$ cat src/rtl/wb_buffer.sv
// Purpose : pending-write buffer between result producers and the register file, with operand forwarding.
// Latency : an entry accepted into an empty buffer drives writeEnable in the next cycle (hold low).
// Backpr. : inReady = (count < DEPTH); a full buffer refuses offers even when it drains in the same cycle.
//
// Ports:
//   clk, reset                     single clock, synchronous active-high reset
//   inValid/inReady/inAddr/inData  result offer handshake; inAddr == 0 completes the handshake but is dropped
//   hold                           stalls draining (never affects acceptance)
//   writeEnable/writeAddr/writeData head entry presented to the register file
//   fwdAddrN/fwdHitN/fwdDataN      youngest pending value for each decode read port
//   count                          number of valid entries
module wb_buffer #(
    parameter int DEPTH         = 4,
    parameter int WORD_LEN      = 32,
    parameter int REG_IDX_WIDTH = 5
) (
    input  logic                     clk,
    input  logic                     reset,
    input  logic                     inValid,
    output logic                     inReady,
    input  logic [REG_IDX_WIDTH-1:0] inAddr,
    input  logic [WORD_LEN-1:0]      inData,
    input  logic                     hold,
    output logic                     writeEnable,
    output logic [REG_IDX_WIDTH-1:0] writeAddr,
    output logic [WORD_LEN-1:0]      writeData,
    input  logic [REG_IDX_WIDTH-1:0] fwdAddr1,
    input  logic [REG_IDX_WIDTH-1:0] fwdAddr2,
    output logic                     fwdHit1,
    output logic                     fwdHit2,
    output logic [WORD_LEN-1:0]      fwdData1,
    output logic [WORD_LEN-1:0]      fwdData2,
    output logic [$clog2(DEPTH):0]   count
);

    localparam int PTR_W = $clog2(DEPTH);
    localparam int CNT_W = PTR_W + 1;

    logic [REG_IDX_WIDTH-1:0] entryAddr [DEPTH];
    logic [WORD_LEN-1:0]      entryData [DEPTH];
    logic [PTR_W-1:0]         head;
    logic [PTR_W-1:0]         tail;

    logic accept;
    logic enqueue;
    logic drain;

    // inReady looks only at the stored count, so a same-cycle drain never
    // opens a slot for a same-cycle offer.
    assign inReady     = (count < CNT_W'(DEPTH));
    assign accept      = inValid && inReady;
    // Writes to x0 are architecturally void: ack them but keep them out of the queue.
    assign enqueue     = accept && (inAddr != '0);
    assign writeEnable = (count != '0) && !hold;
    assign drain       = writeEnable;

    assign writeAddr = (count != '0) ? entryAddr[head] : '0;
    assign writeData = (count != '0) ? entryData[head] : '0;

    // Walk valid entries oldest to youngest; a later match overrides an
    // earlier one, leaving the youngest matching value on each port.
    always_comb begin
        logic [PTR_W-1:0] idx;
        idx      = '0;
        fwdHit1  = 1'b0;
        fwdHit2  = 1'b0;
        fwdData1 = '0;
        fwdData2 = '0;
        for (int i = 0; i < DEPTH; i++) begin
            idx = head + PTR_W'(i);
            if (CNT_W'(i) < count) begin
                if ((fwdAddr1 != '0) && (entryAddr[idx] == fwdAddr1)) begin
                    fwdHit1  = 1'b1;
                    fwdData1 = entryData[idx];
                end
                if ((fwdAddr2 != '0) && (entryAddr[idx] == fwdAddr2)) begin
                    fwdHit2  = 1'b1;
                    fwdData2 = entryData[idx];
                end
            end
        end
    end

    // Control state; reset wins over any same-cycle accept or drain.
    always_ff @(posedge clk) begin
        if (reset) begin
            head  <= '0;
            tail  <= '0;
            count <= '0;
        end else begin
            if (enqueue) begin
                tail <= tail + PTR_W'(1);
            end
            if (drain) begin
                head <= head + PTR_W'(1);
            end
            case ({enqueue, drain})
                2'b10:   count <= count + CNT_W'(1);
                2'b01:   count <= count - CNT_W'(1);
                default: count <= count;
            endcase
        end
    end

    // Entry payload needs no reset: count == 0 makes stale contents invisible.
    always_ff @(posedge clk) begin
        if (enqueue) begin
            entryAddr[tail] <= inAddr;
            entryData[tail] <= inData;
        end
    end

endmodule
$ cat config.mk
export PLATFORM = sky130hd
export DESIGN_NAME = wb_buffer
export DESIGN_NICKNAME = d
export VERILOG_FILES = /design/src/rtl/wb_buffer.sv
export SDC_FILE = /design/constraint.sdc
export NUM_CORES = 1
export LEC_CHECK = 0
export ABC_AREA = 1
export CORE_AREA = 4 4 162 164
export DETAILED_ROUTE_END_ITERATION = 6
export DIE_AREA = 0 0 166 168
export PLACE_DENSITY = 0.72
export SYNTH_ARGS = -nofsm -noshare
export SYNTH_HDL_FRONTEND = slang
export SYNTH_SLANG_ARGS = --single-unit
export TNS_END_PERCENT = 50
$ cat constraint.sdc
create_clock -name clk -period 9.4 [get_ports clk]
set_clock_uncertainty 0.2 [all_clocks]
set_input_delay 1.88 -clock clk [delete_from_list [all_inputs] [get_ports clk]]
set_output_delay 1.88 -clock clk [all_outputs]
set_load 0.01 [all_outputs]
==> metrics.cfg <==
[floorplanning]
core_area_um2=24900
ios=159
die_w_um=166
die-area_um2=27900
rows=58
die_h_um=168
initial_core_util_pct=49.1

[cts]
cts_tree=done
clock-root-buffer=clkbuf_16
htree_levels=4
clockBufferDepth=2
cts_made_buffers=17
cts_resized=0
path_clk_slew_ns=0.06
insertion_delay_ns=0.43
post_cts_buffers=0
clkSinkCount=157
cts_hold_buf=0

[timing]
hold_viol=0
slew_violations=0
rsz0062_at_grt=no
setup_viol=0
tns_ns=0
clock.fmax_ghz=0.131
worstMarginPinSlew_ns=1.10
slew_headroom_pct=26.2
min_period_ns=7.65
fin_crit_sh_pct=81.4

[finish]
syn_to_final_growth_pct=18.3
final_net_count=2010
layout-drive-gt1-share_pct=3.77
fillers=2302
stdcell_area_um2=14400
n_antenna_cell=0

[global_route]
grt_antenna_before_repair=0
busiest_layer=met2
grt_use_total_pct=28.5
grt_max_degree=89
grt_util_met1_pct=35.8
grt_first_pass_wirelength_mm=64.4
met3_usage_pct=5.10
gr-total-overflow=0
use_met2_pct=48.9
grt_pass1_vias=12353

[worst_setup_path]
crit_path_max_fanout=39
endpoint_kind=output port
arrival_ns=5.57
worstPathRequired_ns=7.32
crit_slowest_cell=dfxtp_2
crit_chain=nand2_2 > nand2_2 > nand2_1 > nand3_1 > nand2_1 > nor2_1 > nand3_2 > buf_4 > nor2_1 > nor2_1 > nand2_1 > nand2_1 > nand2_1 > clkdlybuf4s50_1
crit_family=simple AND/OR/NAND/NOR gates
path_class=flip-flop to output port
startpoint_type=flip-flop
cp_common_cell=nand2_1
worst_path_largest_cell_delay_ns=1.02
crit_buf_inv=2

[yosys]
ys_ff_latch=157
yosysSeqAreaShare_pct=37.9
synth.distinct_cells=34
syn_area_per_cell_um2=6.51
synth_cells=1876
syn-num-nets=1936
syn_area_um2=12200
yosysWarnings=0

[power]
p_leak_nw=6.25
peakVddDrop_v=0.000135
power_density_nw_per_um2=265

[detailed_routing]
wirelength_mm=40.8
wire_per_inst_um=17.8
antenna_left=0
post-route-drc-count=0
drtIter0Drc=1303
via_count=12965
vias_per_cell=5.65
drtPass1Iterations=6

[placed_design]
port_buffers=158
routabilityCongestion=0.924
hpwlAfterDp_mm=25.6
placed_area_um2=13800

[run_status]
status=complete, no violations

[flow_run]
cap_violations=0

[min_path]
hp-class=flip-flop to flip-flop

==> worst register-to-register path: cells and delay by family (launching register included) <==
family | cells | cell delay [ns]
AO/OA/AOI/OAI | 1 | 0.23
buffers and inverters | 2 | 0.90
flip-flops | 1 | 1.02
AND/OR/NAND/NOR | 2 | 0.61
==> synthesized netlist by cell type <==
| library cell | instances | area (µm²) |
|---|---|---|
| buf_4 | 13 | 97.6 |
| inv_2 | 2 | 7.51 |
| buf_2 | 40 | 200 |
| o21a_1 | 1 | 7.51 |
| nor2b_1 | 1 | 6.26 |
| edfxtp_1 | 148 | 4440 |
| nand4_1 | 3 | 18.8 |
| nand4_2 | 1 | 12.5 |
| clkinv_1 | 1 | 3.75 |
| a21oi_1 | 15 | 75.1 |
| buf_6 | 8 | 90.1 |
| and2_1 | 31 | 194 |
| a22oi_1 | 32 | 240 |
| nand2_2 | 4 | 25.0 |
| nor2_2 | 2 | 12.5 |
| nor3_1 | 1 | 5.00 |
| nand2_1 | 639 | 2400 |
| nor3b_1 | 1 | 7.51 |
| o21ai_1 | 3 | 15.0 |
| o211ai_1 | 32 | 240 |
| xor2_1 | 6 | 52.6 |
| nor2_4 | 1 | 11.3 |
| or2_2 | 1 | 6.26 |
| nor2_1 | 366 | 1370 |
| nand3_1 | 139 | 696 |
| a32oi_1 | 1 | 8.76 |
| o21ai_0 | 170 | 851 |
| buf_1 | 10 | 37.5 |
| o22ai_1 | 31 | 194 |
| dfxtp_1 | 9 | 180 |
| inv_1 | 102 | 383 |
| nand3b_1 | 2 | 15.0 |
| ha_1 | 9 | 113 |
| clkbuf_1 | 51 | 191 |
==> registers in the layout, indices dropped and copies added, names as in the netlist, named ones only <==
name / count
count: 3
entryAddr: 20
entryData: 128
head: 2
tail: 2
==> per-stage QoR <==
step | util [%] | setup WS [ns] | std cells | hold slack (ns) | total power, mW
2_1_floorplan | - | 4.06 | 1876 | 0.290 | 2.26
3_3_place_gp | 55.5 | 2.14 | 2261 | 0.318 | 3.06
3_5_place_dp | 55.5 | 2.14 | 2261 | 0.331 | 3.08
4_1_cts | 58.0 | 1.90 | 2293 | 0.342 | 3.81
5_1_grt | 58.0 | 1.50 | 2293 | 0.361 | 4.09
6_report | 58.0 | 1.75 | 2293 | 0.336 | 3.83
==> cell families after synthesis <==
group	count (synthesis)	share of synthesized area, %
AO/OA/AOI/OAI	285	13.4
XOR/XNOR	6	0.430
adder cells (fa/ha/maj)	9	0.922
buffers and inverters	227	8.28
flip-flops	157	37.9
AND/OR/NAND/NOR	1192	39.2
==> placed cells by master, fill, tap and decap left out, types with 3 or more instances in the layout <==
| cell | count |
|---|---|
| nor2_1 | 359 |
| o21ai_0 | 170 |
| o211ai_1 | 32 |
| nand2_1 | 639 |
| bufinv_16 | 4 |
| clkdlybuf4s50_1 | 158 |
| inv_1 | 102 |
| clkbuf_16 | 17 |
| edfxtp_1 | 148 |
| dfxtp_1 | 6 |
| clkinv_4 | 4 |
| a21oi_1 | 15 |
| a22oi_1 | 32 |
| nand2_2 | 4 |
| ha_1 | 9 |
| clkinvlp_4 | 3 |
| nand3_1 | 135 |
| nand4_1 | 3 |
| o21ai_1 | 3 |
| o22ai_1 | 31 |
| and2_1 | 31 |
| xor2_1 | 6 |
| nor2_4 | 10 |
| buf_4 | 19 |
| nand3_2 | 4 |
==> final timing paths <==
path	from	to	slack, ns	cells after the start
max	head[1]$_SDFFE_PP0P_	fwdData1[19]	1.75	14
min	tail[1]$_SDFFE_PP0P_	tail[1]$_SDFFE_PP0P_	0.34	2
max reg2reg	head[1]$_SDFFE_PP0P_	flip-flop	6.35	5
min reg2reg	tail[1]$_SDFFE_PP0P_	tail[1]$_SDFFE_PP0P_	0.34	2
==> metal layers <==
layer	share of wire [%]	vias up
met5	0	-
met4	2.7	0
met3	8.1	100
met2	48	628
met1	41	5966
li1	-	6271
==> final cells by class <==
class | count | area (µm²) | share of cell area [%]
multi-input combinational | 1492 | 6660 | 46.1
sequential | 157 | 4630 | 32.1
timing repair buffer | 177 | 1720 | 11.9
clock buffer | 19 | 433 | 3.00
tap | 330 | 413 | 2.86
inverter | 105 | 394 | 2.73
clock inverter | 13 | 191 | 1.33
==> where the power goes <==
group	total (mW)	switching [mW]	internal, mW
clock	0.728	0.282	0.446
sequential	0.929	0.0834	0.845
combinational	2.18	1.42	0.761
total	3.83	1.78	2.05
(Power assumes the default switching activity.)
